===== src/rtl/led_pkg.sv =====
// Shared types and default timing for the LED strip serial transmitter.
package led_pkg;

  localparam int PIXEL_W  = 24;
  localparam int BRIGHT_W = 3;

  localparam int NUM_LEDS_DEF  = 10;
  localparam int T0H_DEF       = 20;
  localparam int T1H_DEF       = 40;
  localparam int T_BIT_DEF     = 63;
  localparam int RESET_CYC_DEF = 2800;

  typedef logic [PIXEL_W-1:0] pixel_t;
  typedef pixel_t [NUM_LEDS_DEF-1:0] strip_t;

  typedef enum logic [1:0] {
    S_IDLE,
    S_BIT_HI,
    S_BIT_LO,
    S_LATCH
  } tx_state_e;

  function automatic int max2(input int a, input int b);
    return (a > b) ? a : b;
  endfunction

endpackage


===== src/rtl/led_strip_tx_brightness_scaler.sv =====
// Combinational brightness scaling of one RGB pixel, returned in GRB wire order.
module brightness_scaler
  import led_pkg::*;
(
  input  pixel_t              pixel,
  input  logic [BRIGHT_W-1:0] brightness,
  output pixel_t              grb
);

  logic [3:0]  factor;
  logic [23:0] scaled;

  assign factor = {1'b0, brightness} + 4'd1;

  // Channel gi: 0 = B, 1 = G, 2 = R; keep product bits [10:3], truncating.
  generate
    for (genvar gi = 0; gi < 3; gi++) begin : g_chan
      logic [10:0] prod;
      assign prod = {3'b000, pixel[gi*8 +: 8]} * {7'b0000000, factor};
      assign scaled[gi*8 +: 8] = prod[10:3];
    end
  endgenerate

  assign grb = {scaled[15:8], scaled[23:16], scaled[7:0]};

endmodule


===== src/rtl/led_strip_tx.sv =====
// WS2812-style single-wire transmitter: snapshots a strip frame, scales it and
// streams it MSB-first in GRB order, followed by a latch gap.
module led_strip_tx
  import led_pkg::*;
#(
  parameter int NUM_LEDS  = NUM_LEDS_DEF,
  parameter int T0H       = T0H_DEF,
  parameter int T1H       = T1H_DEF,
  parameter int T_BIT     = T_BIT_DEF,
  parameter int RESET_CYC = RESET_CYC_DEF
) (
  input  logic                           clk,
  input  logic                           rst_n,
  input  logic [NUM_LEDS-1:0][23:0]      strip,
  input  logic [BRIGHT_W-1:0]            brightness,
  input  logic                           start,
  output logic                           busy,
  output logic                           done,
  output logic                           dout
);

  localparam int CYC_W = $clog2(max2(T_BIT, RESET_CYC) + 1);
  localparam int PIX_W = (NUM_LEDS > 1) ? $clog2(NUM_LEDS) : 1;

  localparam logic [CYC_W-1:0] T0H_LAST   = CYC_W'(T0H - 1);
  localparam logic [CYC_W-1:0] T1H_LAST   = CYC_W'(T1H - 1);
  localparam logic [CYC_W-1:0] T_BIT_LAST = CYC_W'(T_BIT - 1);
  localparam logic [CYC_W-1:0] RST_LAST   = CYC_W'(RESET_CYC - 1);
  localparam logic [PIX_W-1:0] PIX_LAST   = PIX_W'(NUM_LEDS - 1);

  tx_state_e                  state_q, state_d;
  logic [CYC_W-1:0]           cyc_q, cyc_d;
  logic [4:0]                 bit_q, bit_d;
  logic [PIX_W-1:0]           pix_q, pix_d;
  logic [NUM_LEDS-1:0][23:0]  snap_q, snap_d;
  logic [BRIGHT_W-1:0]        bright_q, bright_d;
  logic                       busy_q, busy_d;
  logic                       done_q, done_d;
  logic                       dout_q, dout_d;

  pixel_t grb_cur;
  logic   bit_val;

  brightness_scaler u_scaler (
    .pixel      (snap_q[pix_q]),
    .brightness (bright_q),
    .grb        (grb_cur)
  );

  assign bit_val = grb_cur[bit_q];

  always_comb begin
    state_d  = state_q;
    cyc_d    = cyc_q;
    bit_d    = bit_q;
    pix_d    = pix_q;
    snap_d   = snap_q;
    bright_d = bright_q;
    busy_d   = busy_q;
    done_d   = 1'b0;

    case (state_q)
      S_IDLE: begin
        if (start) begin
          snap_d   = strip;
          bright_d = brightness;
          cyc_d    = '0;
          bit_d    = 5'd23;
          pix_d    = '0;
          busy_d   = 1'b1;
          state_d  = S_BIT_HI;
        end
      end

      S_BIT_HI: begin
        cyc_d = cyc_q + CYC_W'(1);
        if (cyc_q == (bit_val ? T1H_LAST : T0H_LAST)) begin
          state_d = S_BIT_LO;
        end
      end

      // The cycle counter runs across both halves so the bit totals T_BIT.
      S_BIT_LO: begin
        if (cyc_q == T_BIT_LAST) begin
          cyc_d = '0;
          if (bit_q == 5'd0) begin
            if (pix_q == PIX_LAST) begin
              state_d = S_LATCH;
            end else begin
              pix_d   = pix_q + PIX_W'(1);
              bit_d   = 5'd23;
              state_d = S_BIT_HI;
            end
          end else begin
            bit_d   = bit_q - 5'd1;
            state_d = S_BIT_HI;
          end
        end else begin
          cyc_d = cyc_q + CYC_W'(1);
        end
      end

      S_LATCH: begin
        if (cyc_q == RST_LAST) begin
          cyc_d   = '0;
          busy_d  = 1'b0;
          done_d  = 1'b1;
          state_d = S_IDLE;
        end else begin
          cyc_d = cyc_q + CYC_W'(1);
        end
      end

      default: state_d = S_IDLE;
    endcase

    // Registered from the next state so dout lines up with the phase it encodes.
    dout_d = (state_d == S_BIT_HI);
  end

  always_ff @(posedge clk or negedge rst_n) begin
    if (!rst_n) begin
      state_q  <= S_IDLE;
      cyc_q    <= '0;
      bit_q    <= '0;
      pix_q    <= '0;
      snap_q   <= '0;
      bright_q <= '0;
      busy_q   <= 1'b0;
      done_q   <= 1'b0;
      dout_q   <= 1'b0;
    end else begin
      state_q  <= state_d;
      cyc_q    <= cyc_d;
      bit_q    <= bit_d;
      pix_q    <= pix_d;
      snap_q   <= snap_d;
      bright_q <= bright_d;
      busy_q   <= busy_d;
      done_q   <= done_d;
      dout_q   <= dout_d;
    end
  end

  assign busy = busy_q;
  assign done = done_q;
  assign dout = dout_q;

endmodule


===== config.mk =====
export PLATFORM = sky130hd
export DESIGN_NAME = led_strip_tx
export DESIGN_NICKNAME = d
export VERILOG_FILES = /design/src/rtl/led_pkg.sv /design/src/rtl/led_strip_tx_brightness_scaler.sv /design/src/rtl/led_strip_tx.sv
export SDC_FILE = /design/constraint.sdc
export NUM_CORES = 1
export LEC_CHECK = 0
export BUFFER_PORTS_ARGS = -buffer_cell sky130_fd_sc_hd__buf_2
export CAP_MARGIN = 20
export CORE_AREA = 2 2 204 206
export DETAILED_ROUTE_END_ITERATION = 10
export DIE_AREA = 0 0 206 208
export SYNTH_ARGS = -nofsm -noshare
export SYNTH_HDL_FRONTEND = slang
export SYNTH_SLANG_ARGS = --single-unit

===== constraint.sdc =====
create_clock -name clk -period 8.5 [get_ports clk]
set_clock_uncertainty 0.05 [all_clocks]
set_input_delay 1.7 -clock clk [delete_from_list [all_inputs] [get_ports clk]]
set_output_delay 1.7 -clock clk [all_outputs]
set_load 0.05 [all_outputs]

==> reports/metrics.yaml, run 1 <==
synthesis:
  syn-instance-count: 1245
  netlist_area_sq_um: 15300
  asyncSetResetFlopFracSynth_pct: 100
  post_synth_main_area_contributors: "dfrtp_1, mux2_2, mux4_2, fa_1, mux2i_1"
  post_synthesis_mean_instance_area_sq_um: 12.3
  netlist.top_cell.by_area: "dfrtp_1"
  flops_latches_synth: 269
  ys_types: 64
  yosysWarnings: 0
  syn_nets: 1569
  synth-edff-count: 0
  synthDominantCellAreaShare_pct: 44.0
  dominantRegCellSynth: "dfrtp_1"
  ys_seq_area_share_pct: 44.0
  synth.most_common_cell: "dfrtp_1"
  synth_commonest_cells: "dfrtp_1, mux2_2, nand2_1"
route:
  routed_via_density: 5.26
  detail-route-antenna-nets: 0
  route.vias.total: 10700
  drc: 0
  avgRoutedWirePerCell_um: 19.8
  drt_first_iter_violations: 631
  drtPass1Iterations: 5
  wl_um: 40300
placed_design:
  place.gp.congestion: 0.820
  count_of_placed_standard_cells_including_taps: 1970
  place.detailed.hpwl_um: 30000
  placement.io_buffers: 248
  place_worst_setup_slack_ns: 2.23
  place_area_sq_um: 17000
critical_path:
  timing.critical_path.cells: "buf_4 -> mux4_2 -> mux2i_1 -> o22ai_1 -> and2_1 -> fa_1 -> inv_1 -> fa_1 -> fa_1 -> nand2b_1 -> a21oi_1 -> nor4_1 -> or3_1 -> o21ai_0 -> nor4b_1 -> o211a_1 -> o221ai_2 -> mux2i_1 -> o31a_1"
  path_buf_inv: 2
  r2r-end: "state_q[0]$_DFF_PN0_"
  worst_ep_required_time_ns: 8.90
  critPathCaptureType: "flop"
  startpoint_of_the_worst_slack_reg_to_reg_timing_path: "pix_q[0]$_DFFE_PN0P_"
  path_max_fanout: 36
  cp_common_cell: "fa_1"
  worstSetupPathType: "flop to flop"
  worst_path_max_delay_cell: "dfrtp_4"
  setup.reg_to_reg.worst_slack_ns: 2.25
  worst_setup_path_start_kind: "flop"
  cp_slowest_stage_delay_ns: 0.86
  path_delay_family: "adder cells"
  cp_data_arrival_time_ns: 6.65
  worst_r2r_path_depth: 19
hold_path:
  hp-class: "flop to flop"
  timing.hold.worst_endpoint: "busy$_DFFE_PN0P_"
  whs_path_depth: 1
  holdCritStartpoint: "busy$_DFFE_PN0P_"
outcome:
  status: "complete, no violations"
die:
  die_h_um: 208
  fp.coreArea_sq_um: 40600
  design.portCount: 249
  die_area_sq_um: 42800
  die_width_um: 206
  initial_core_util_pct: 37.7
  num_rows: 74
timing:
  hold_ws_ns: 0.431
  setup-tns-final_ns: 0
  max-slew-margin-rel_pct: 23.9
  tightestPinTransition_ns: 1.14
  timing.final.hold_violations: 0
  finalCritPeriodShare_pct: 73.5
  unrepaired_setup_endpoints_after_global_routing: "false"
  final_max_slew_viol_count: 0
  postLayoutSetupSlackWorst_ns: 2.25
  report.final.setup_viol: 0
  max_freq_ghz: 0.160
  finalCriticalPeriod_ns: 6.25
finish:
  drive_above_1_share_pct: 40.4
  fin_area_sq_um: 18000
  num-nets-final: 1793
  final-instance-count-excl-fill: 2037
  layout.core_utilization_pct: 44.4
  syn_to_final_growth_pct: 17.8
power_and_ir_drop:
  internal-power_mw: 4.45
  vdd_ir_drop_max_mv: 0.188
  power_density_nw_per_um2: 407
  netSwitchingPower_mw: 2.88
  p_sw_share_pct: 39.3
  seq_power_share_pct: 31.6
  fin_total_pwr_mw: 7.33
  p_leak_nw: 7.80
  p_comb_share_pct: 51.2
  relative_contribution_of_the_clock_network_to_total_power_pct: 17.2
clocking:
  postCtsResizedCells: 0
  h-tree-depth: 1
  clock_tree.buffer_depth: 3
  insertion_delay_ns: 0.57
  clock-sinks: 269
  post_cts_hold_buffer_count: 0
  cts.repair_timing.setup_buffer_count: 0
  cts_tree: "yes"
  numCtsBuffers: 29
  clk_transition_reported_paths_ns: 0.06
  clk_root_buffer_cell: "clkbuf_16"
global_routing:
  global_route_wire_length_before_repair_um: 63200
  grt.total_usage_pct: 19.0
  first_global_vias: 11000
  globalRoute.totalOverflow: 0
  number_of_antenna_violations_at_the_first_check_in_global_routing: 28
  grt_max_degree: 171
run:
  drv_cap: 0
## power groups by stage
stage / registers, mW / clock network, mW / logic, mW
CTS: 2.32 / 1.29 / 3.76
detailed placement: 2.34 / 0 / 3.74
finish: 2.32 / 1.26 / 3.75
floorplan: 2.14 / 0 / 2.95
global route: 2.40 / 1.34 / 4.21
global placement: 2.32 / 0 / 3.67
## registers in the layout, summed over array words and instances, names as in the netlist
register	flops
snap_q	240
bright_q	3
bit_q	5
state_q	2
dout	1
busy	1
done	1
cyc_q	12
pix_q	4
## area by class of cell
type | instances | area, sq um
Antenna cell | 14 | 35.0
Timing Repair Buffer | 263 | 1380
Sequential cell | 269 | 6740
Multi-Input combinational cell | 845 | 8030
Clock buffer | 47 | 853
Tap cell | 532 | 666
Fill cell | 3878 | 22500
Clock inverter | 6 | 86.3
Inverter | 61 | 229
## worst max-delay path by stage
stage | start | cells after the start | slack, ns | to
finish | pix_q[0]$_DFFE_PN0P_ | 19 | 2.25 | state_q[0]$_DFF_PN0_
global route | pix_q[0]$_DFFE_PN0P_ | 19 | 1.92 | state_q[0]$_DFF_PN0_
floorplan | pix_q[0]$_DFFE_PN0P_ | 23 | 2.56 | state_q[0]$_DFF_PN0_
global placement | pix_q[0]$_DFFE_PN0P_ | 19 | 2.33 | state_q[0]$_DFF_PN0_
CTS | pix_q[0]$_DFFE_PN0P_ | 19 | 2.20 | state_q[0]$_DFF_PN0_
detailed placement | pix_q[0]$_DFFE_PN0P_ | 19 | 2.23 | state_q[0]$_DFF_PN0_
## cells in the final DEF, fill, tap and decap left out, types with 15 or more instances in the layout
| master | n |
|---|---|
| a21oi_1 | 19 |
| nor2_1 | 56 |
| mux2i_1 | 53 |
| xnor2_1 | 15 |
| dfrtp_1 | 266 |
| nand2_1 | 75 |
| nand2b_1 | 24 |
| o21ai_0 | 32 |
| mux4_2 | 36 |
| o22ai_1 | 18 |
| fa_1 | 36 |
| inv_1 | 60 |
| ha_1 | 42 |
| buf_2 | 247 |
| nand3_1 | 26 |
| mux2_2 | 250 |
| clkbuf_16 | 29 |
## layer usage
layer | track usage (%) | share of wire, %
met1 | 24.0 | 41
met2 | 31.4 | 49
met3 | 5.80 | 7.2
met4 | 5.15 | 2.3
met5 | 0 | 0.45
## cell families (layout without fill, tap and decap cells)
group,after synthesis,after routing,share of synthesized area (%)
fa+ha+maj,78,78,8.15
xor+xnor,21,21,1.20
other cells,0,14,0
mux,345,345,28.2
buf+inv,131,377,3.48
simple gates,271,271,9.01
compound gates,130,130,5.88
flops,269,269,44.0
(Power assumes the default switching activity.)
==> run 2: changes to the inputs <==
==> constraint.sdc (replaced) <==
create_clock -name clk -period 5.2 [get_ports clk]
set_clock_uncertainty 0.05 [all_clocks]
set_input_delay 1.04 -clock clk [delete_from_list [all_inputs] [get_ports clk]]
set_output_delay 1.04 -clock clk [all_outputs]
set_load 0.05 [all_outputs]
==> reports/metrics.yaml, run 2 (synthesized netlist as in run 1, its figures left out) <==
finish:
  layout_common_cells: "dfrtp_1, mux2_2, buf_2"  # unchanged
  fin_area_sq_um: 19700  # was 18000 sq um
  multi_input_comb_area_sq_um: 8470  # was 8030 sq um
  largest_register_ffs: 240  # unchanged
  num-nets-final: 1912  # was 1793
  regMostFlops: "snap_q"  # unchanged
  syn_to_final_growth_pct: 28.6  # was 17.8%
  nFillCells: 3703  # was 3878
  layout.core_utilization_pct: 48.5  # was 44.4%
  reg_top3: "snap_q (240), cyc_q (12), bit_q (5)"  # unchanged
  layout_commonest_cell: "dfrtp_1"  # unchanged
  drive_above_1_share_pct: 49.8  # was 40.4%
  register_area_sq_um: 6740  # unchanged
timing:
  finalCriticalPeriod_ns: 5.27  # was 6.25 ns
  unrepaired_setup_endpoints_after_global_routing: "true"  # was false
  max_freq_ghz: 0.190  # was 0.160 GHz
  report.final.setup_viol: 1  # was 0
  timing.final.hold_violations: 0  # unchanged
  finalCritPeriodShare_pct: 101  # was 73.5%
  postLayoutSetupSlackWorst_ns: -0.0670  # was 2.25 ns
  max-slew-margin-rel_pct: 36.4  # was 23.9%
  final_max_slew_viol_count: 0  # unchanged
  tightestPinTransition_ns: 0.954  # was 1.14 ns
global_routing:
  grt_max_degree: 129  # was 171
  global_route_wire_length_before_repair_um: 65800  # was 63200 um
  number_of_antenna_violations_at_the_first_check_in_global_routing: 27  # was 28
  globalRoute.totalOverflow: 0  # unchanged
  first_global_vias: 11800  # was 11000
  grt.total_usage_pct: 20.0  # was 19.0%
critical_path:
  cp_slowest_stage_delay_ns: 0.63  # was 0.86 ns
  cp_data_arrival_time_ns: 5.64  # was 6.65 ns
  path_max_fanout: 4  # was 36
  path_buf_inv: 3  # was 2
  worst_ep_required_time_ns: 5.57  # was 8.90 ns
  worst_setup_path_start_kind: "flop"  # unchanged
  timing.critical_path.cells: "buf_12 -> buf_12 -> mux4_1 -> nor2_2 -> o22a_1 -> nor2_1 -> fa_1 -> inv_2 -> fa_2 -> fa_2 -> nor2b_4 -> o21ai_4 -> a21oi_2 -> or4_4 -> a21oi_2 -> o41ai_2 -> a31oi_1 -> o221ai_2 -> mux2i_2 -> o31a_1"  # was buf_4 -> mux4_2 -> mux2i_1 -> o22ai_1 -> and2_1 -> fa_1 -> inv_1 -> fa_1 -> fa_1 -> nand2b_1 -> a21oi_1 -> nor4_1 -> or3_1 -> o21ai_0 -> nor4b_1 -> o211a_1 -> o221ai_2 -> mux2i_1 -> o31a_1
  critPathCaptureType: "flop"  # unchanged
  worstSetupPathType: "flop to flop"  # unchanged
  worst_path_max_delay_cell: "mux4_1"  # was dfrtp_4
  path_delay_family: "adder cells"  # unchanged
route:
  drt_first_iter_violations: 561  # was 631
  drtPass1Iterations: 5  # unchanged
  detail-route-antenna-nets: 0  # unchanged
  drc: 0  # unchanged
  routed_via_density: 5.22  # was 5.26
  wl_um: 42600  # was 40300 um
  avgRoutedWirePerCell_um: 19.8  # about the same
  route.vias.total: 11200  # was 10700
die:
  die_h_um: 208  # unchanged
  design.portCount: 249  # unchanged
  die_area_sq_um: 42800  # unchanged
  die_width_um: 206  # unchanged
  initial_core_util_pct: 37.7  # unchanged
  num_rows: 74  # unchanged
  fp.coreArea_sq_um: 40600  # unchanged
power_and_ir_drop:
  p_comb_share_pct: 57.7  # was 51.2%
  relative_contribution_of_the_clock_network_to_total_power_pct: 16.0  # was 17.2%
  p_sw_share_pct: 38.0  # was 39.3%
  power_density_nw_per_um2: 727  # was 407 nW/um^2
  internal-power_mw: 8.86  # was 4.45 mW
  seq_power_share_pct: 26.3  # was 31.6%
  vdd_ir_drop_max_mv: 0.326  # was 0.188 mV
  p_leak_nw: 8.59  # was 7.80 nW
  netSwitchingPower_mw: 5.42  # was 2.88 mW
placed_design:
  place.gp.congestion: 0.852  # was 0.820
  place.detailed.hpwl_um: 31700  # was 30000 um
  place_worst_setup_slack_ns: -0.181  # was 2.23 ns
  placement.io_buffers: 248  # unchanged
  place_area_sq_um: 17900  # was 17000 sq um
run:
  drv_cap: 0  # unchanged
clocking:
  clock_tree.buffer_depth: 3  # unchanged
  h-tree-depth: 2  # was 1
  cts_tree: "yes"  # unchanged
  insertion_delay_ns: 0.54  # was 0.57 ns
  clk_transition_reported_paths_ns: 0.06  # about the same
  numCtsBuffers: 34  # was 29
  clk_root_buffer_cell: "clkbuf_16"  # unchanged
  clock-sinks: 269  # unchanged
  post_cts_hold_buffer_count: 0  # unchanged
outcome:
  failing_checks: "setup timing"
  status: "finished, violations left"  # was complete, no violations
hold_path:
  hp-class: "flop to flop"  # unchanged
[run 2: metrics by stage]
stage / power [mW] / std cells / hold slack, ns / TNS [ns]
final: 14.3 / 2152 / 0.426 / -0.0670
after global routing: 15.4 / 2149 / 0.452 / -0.340
after CTS: 13.6 / 2130 / 0.430 / 0
after detailed placement: 11.1 / 2064 / 0.419 / -0.481
after global placement: 10.9 / 2064 / 0.407 / -0.0953
after floorplan: 8.44 / 1245 / 0.418 / 0
[run 2: metal layers]
metal | share of wire (%) | vias to the layer above | GRT usage [%]
li1 | - | 5188 | -
met5 | 0.43 | - | 0
met2 | 50 | 265 | 33.3
met1 | 40 | 5663 | 24.3
met4 | 2.6 | 30 | 6.18
met3 | 7.2 | 85 | 6.75
[run 2: layout make-up]
class | count | share of cell area [%]
diodes | 11 | 0.140
clock buffers | 51 | 5.22
clock inverters | 6 | 0.299
inverters | 61 | 1.16
multi-input cells | 845 | 43.1
flip-flops and latches | 269 | 34.3
well taps | 532 | 3.39
repair buffers | 377 | 12.4
[run 2: worst register-to-register path, cell delays in order, from the launching register on]
cell and delay, ns:
dfrtp_4 0.45, buf_12 0.15, buf_12 0.11, mux4_1 0.63
nor2_2 0.19, o22a_1 0.17, nor2_1 0.06, fa_1 0.56
inv_2 0.04, fa_2 0.56, fa_2 0.26, nor2b_4 0.06
o21ai_4 0.13, a21oi_2 0.09, or4_4 0.51, a21oi_2 0.17
o41ai_2 0.09, a31oi_1 0.25, o221ai_2 0.15, mux2i_2 0.18
o31a_1 0.28
[run 2: repair_timing]
| item | in CTS | in global routing |
|---|---|---|
| pin swaps | 13 | 47 |
| setup endpoints to repair | 3 | 3 |
| buffers inserted | 9 | 10 |
| gates cloned | 0 | 1 |
| resized for setup | 23 | 68 |
| hold endpoints to repair | 0 | 0 |
[run 2: final timing paths]
| check | depth (start not counted) | from | to | slack, ns |
|---|---|---|---|---|
| min in group asynchronous | 1 | rst_n | bright_q[2]$_DFFE_PN0P_ | 0.52 |
| max in group asynchronous | 2 | rst_n | snap_q[127]$_DFFE_PN0P_ | 3.42 |
| hold reg to reg | 1 | busy$_DFFE_PN0P_ | busy$_DFFE_PN0P_ | 0.43 |
| hold / removal | 1 | busy$_DFFE_PN0P_ | busy$_DFFE_PN0P_ | 0.43 |
| setup reg to reg | 20 | pix_q[0]$_DFFE_PN0P_ | state_q[0]$_DFF_PN0_ | -0.07 |
| setup / recovery | 20 | pix_q[0]$_DFFE_PN0P_ | state_q[0]$_DFF_PN0_ | -0.07 |
[run 2: power groups by stage]
stage               logic [mW]  clock network, mW  registers [mW]
floorplan                 4.94                  0            3.50
global placement          7.14                  0            3.76
detailed placement        7.26                  0            3.79
CTS                       7.50               2.34            3.75
global route              9.10               2.43            3.88
finish                    8.25               2.28            3.75
==> run 3: changes to the inputs <==
--- a/config.mk
+++ b/config.mk
@@ -10,6 +10,7 @@
 export CORE_AREA = 2 2 204 206
 export DETAILED_ROUTE_END_ITERATION = 10
 export DIE_AREA = 0 0 206 208
+export SKIP_LAST_GASP = 1
 export SYNTH_ARGS = -nofsm -noshare
 export SYNTH_HDL_FRONTEND = slang
 export SYNTH_SLANG_ARGS = --single-unit
==> reports/metrics.yaml, run 3 (synthesized netlist as in run 1, its figures left out) <==
clocking:
  clk_transition_reported_paths_ns: 0.06  # about the same
  clock_tree.buffer_depth: 3  # unchanged
  insertion_delay_ns: 0.54  # about the same
  post_cts_hold_buffer_count: 0  # unchanged
  h-tree-depth: 2  # unchanged
  clk_root_buffer_cell: "clkbuf_16"  # unchanged
  numCtsBuffers: 34  # unchanged
  clock-sinks: 269  # unchanged
  cts_tree: "yes"  # unchanged
power_and_ir_drop:
  p_leak_nw: 8.58  # was 8.59 nW
  internal-power_mw: 8.78  # was 8.86 mW
  power_density_nw_per_um2: 722  # was 727 nW/um^2
  vdd_ir_drop_max_mv: 0.332  # was 0.326 mV
  netSwitchingPower_mw: 5.35  # was 5.42 mW
  p_comb_share_pct: 57.3  # was 57.7%
  seq_power_share_pct: 26.5  # was 26.3%
  p_sw_share_pct: 37.9  # was 38.0%
  relative_contribution_of_the_clock_network_to_total_power_pct: 16.2  # was 16.0%
global_routing:
  global_route_wire_length_before_repair_um: 65800  # about the same
  number_of_antenna_violations_at_the_first_check_in_global_routing: 27  # unchanged
  globalRoute.totalOverflow: 0  # unchanged
  grt_max_degree: 129  # unchanged
  first_global_vias: 11800  # about the same
  grt.total_usage_pct: 20.0  # about the same
die:
  num_rows: 74  # unchanged
  initial_core_util_pct: 37.7  # unchanged
  die_h_um: 208  # unchanged
  die_width_um: 206  # unchanged
  design.portCount: 249  # unchanged
  die_area_sq_um: 42800  # unchanged
  fp.coreArea_sq_um: 40600  # unchanged
timing:
  report.final.setup_viol: 1  # unchanged
  timing.final.hold_violations: 0  # unchanged
  tightestPinTransition_ns: 0.953  # was 0.954 ns
  hold_ws_ns: 0.426  # about the same
  finalCriticalPeriod_ns: 5.27  # about the same
  final_max_slew_viol_count: 0  # unchanged
  finalCritPeriodShare_pct: 101  # about the same
  max-slew-margin-rel_pct: 36.5  # was 36.4%
  unrepaired_setup_endpoints_after_global_routing: "true"  # unchanged
  postLayoutSetupSlackWorst_ns: -0.0691  # was -0.0670 ns
  max_freq_ghz: 0.190  # about the same
route:
  routed_via_density: 5.21  # was 5.22
  detail-route-antenna-nets: 0  # unchanged
  avgRoutedWirePerCell_um: 19.8  # about the same
  route.vias.total: 11200  # about the same
  drtPass1Iterations: 5  # unchanged
  drt_first_iter_violations: 557  # was 561
  wl_um: 42600  # about the same
  drc: 0  # unchanged
run:
  drv_cap: 0  # unchanged
critical_path:
  worstSetupPathType: "flop to flop"  # unchanged
  path_max_fanout: 3  # was 4
  cp_data_arrival_time_ns: 5.64  # about the same
  timing.critical_path.cells: "buf_12 -> buf_12 -> mux4_1 -> nor2_2 -> o22a_1 -> nor2_1 -> fa_1 -> inv_1 -> fa_1 -> buf_4 -> fa_2 -> nor2b_2 -> o21ai_2 -> a21oi_2 -> or3_4 -> a211oi_2 -> nor3b_2 -> a31oi_1 -> o221ai_2 -> mux2i_2 -> o31a_1"  # was buf_12 -> buf_12 -> mux4_1 -> nor2_2 -> o22a_1 -> nor2_1 -> fa_1 -> inv_2 -> fa_2 -> fa_2 -> nor2b_4 -> o21ai_4 -> a21oi_2 -> or4_4 -> a21oi_2 -> o41ai_2 -> a31oi_1 -> o221ai_2 -> mux2i_2 -> o31a_1
  worst_ep_required_time_ns: 5.57  # about the same
  worst_path_max_delay_cell: "mux4_1"  # unchanged
  worst_setup_path_start_kind: "flop"  # unchanged
  cp_slowest_stage_delay_ns: 0.63  # about the same
  critPathCaptureType: "flop"  # unchanged
finish:
  regMostFlops: "snap_q"  # unchanged
  num-nets-final: 1913  # was 1912
  syn_to_final_growth_pct: 28.0  # was 28.6%
  largest_register_ffs: 240  # unchanged
  layout_common_cells: "dfrtp_1, mux2_2, buf_2"  # unchanged
  layout_commonest_cell: "dfrtp_1"  # unchanged
  drive_above_1_share_pct: 49.1  # was 49.8%
  reg_top3: "snap_q (240), cyc_q (12), bit_q (5)"  # unchanged
  fin_area_sq_um: 19600  # was 19700 sq um
placed_design:
  place_area_sq_um: 17900  # unchanged
  place.gp.congestion: 0.852  # unchanged
  place.detailed.hpwl_um: 31700  # unchanged
  placement.io_buffers: 248  # unchanged
  place_worst_setup_slack_ns: -0.181  # unchanged
hold_path:
  hp-class: "flop to flop"  # unchanged
outcome:
  failing_checks: "setup timing"  # unchanged
  status: "finished, violations left"  # unchanged
## run 3: cell count changes in the layout (fill, tap and decap cells not counted), sizes merged
cell / change
buf: +2
clkbuf: -1
## run 3: repair_timing
| item | 4_1_cts | 5_1_grt |
|---|---|---|
| setup endpoints to repair | 3 | 3 |
| setup buffers | 9 | 12 |
| pin swaps | 13 | 42 |
| hold endpoints to repair | 0 | 0 |
| gates resized for setup | 22 | 53 |
## run 3: metrics by stage
stage / util [%] / setup TNS (ns) / total power [mW] / std cells
3_3_place_gp: 44.2 / -0.0953 / 10.9 / 2064
5_1_grt: 48.2 / -0.555 / 15.3 / 2150
4_1_cts: 47.3 / -0.000361 / 13.6 / 2130
3_5_place_dp: 44.2 / -0.481 / 11.1 / 2064
2_1_floorplan: - / 0 / 8.44 / 1245
6_report: 48.2 / -0.0691 / 14.1 / 2153
## run 3: area by class of cell
type / count / area [sq um]
Clock inverter: 6 / 58.8
Fill cell: 3721 / 21000
Antenna cell: 11 / 27.5
Inverter: 61 / 229
Sequential cell: 269 / 6740
Timing Repair Buffer: 378 / 2430
Clock buffer: 51 / 1030
Tap cell: 532 / 666
Multi-Input combinational cell: 845 / 8390
## run 3: final timing paths
check                           depth (start not counted)  slack [ns]                       to            startpoint
min in group asynchronous                               1        0.52  bright_q[2]$_DFFE_PN0P_                 rst_n
worst max-delay path                                   21       -0.07     state_q[0]$_DFF_PN0_  pix_q[0]$_DFFE_PN0P_
worst min register to register                          1        0.43         busy$_DFFE_PN0P_      busy$_DFFE_PN0P_
worst min-delay path                                    1        0.43         busy$_DFFE_PN0P_      busy$_DFFE_PN0P_
max in group asynchronous                               2        3.41  snap_q[127]$_DFFE_PN0P_                 rst_n
worst max register to register                         21       -0.07     state_q[0]$_DFF_PN0_  pix_q[0]$_DFFE_PN0P_
## run 3: power by group through the flow
stage / Combinational [mW] / Sequential [mW] / Clock [mW]
6_report: 8.10 / 3.75 / 2.28
4_1_cts: 7.49 / 3.75 / 2.34
5_1_grt: 8.94 / 3.88 / 2.43
3_5_place_dp: 7.26 / 3.79 / 0
2_1_floorplan: 4.94 / 3.50 / 0
3_3_place_gp: 7.14 / 3.76 / 0
## run 3: worst max-delay path: cells and delay by family (launching register included)
kind	cells	cell delay (ns)
buffers and inverters	4	0.43
adder cells (fa/ha/maj)	3	1.31
AO/OA/AOI/OAI	7	1.33
flip-flops	1	0.45
multiplexers	2	0.81
AND/OR/NAND/NOR	5	0.75
## run 3: routing by layer
metal  share of wire [%]  GRT usage (%)
met3                 7.0           6.75
met5                0.45              0
met4                 2.6           6.18
met1                  40           24.3
met2                  50           33.3
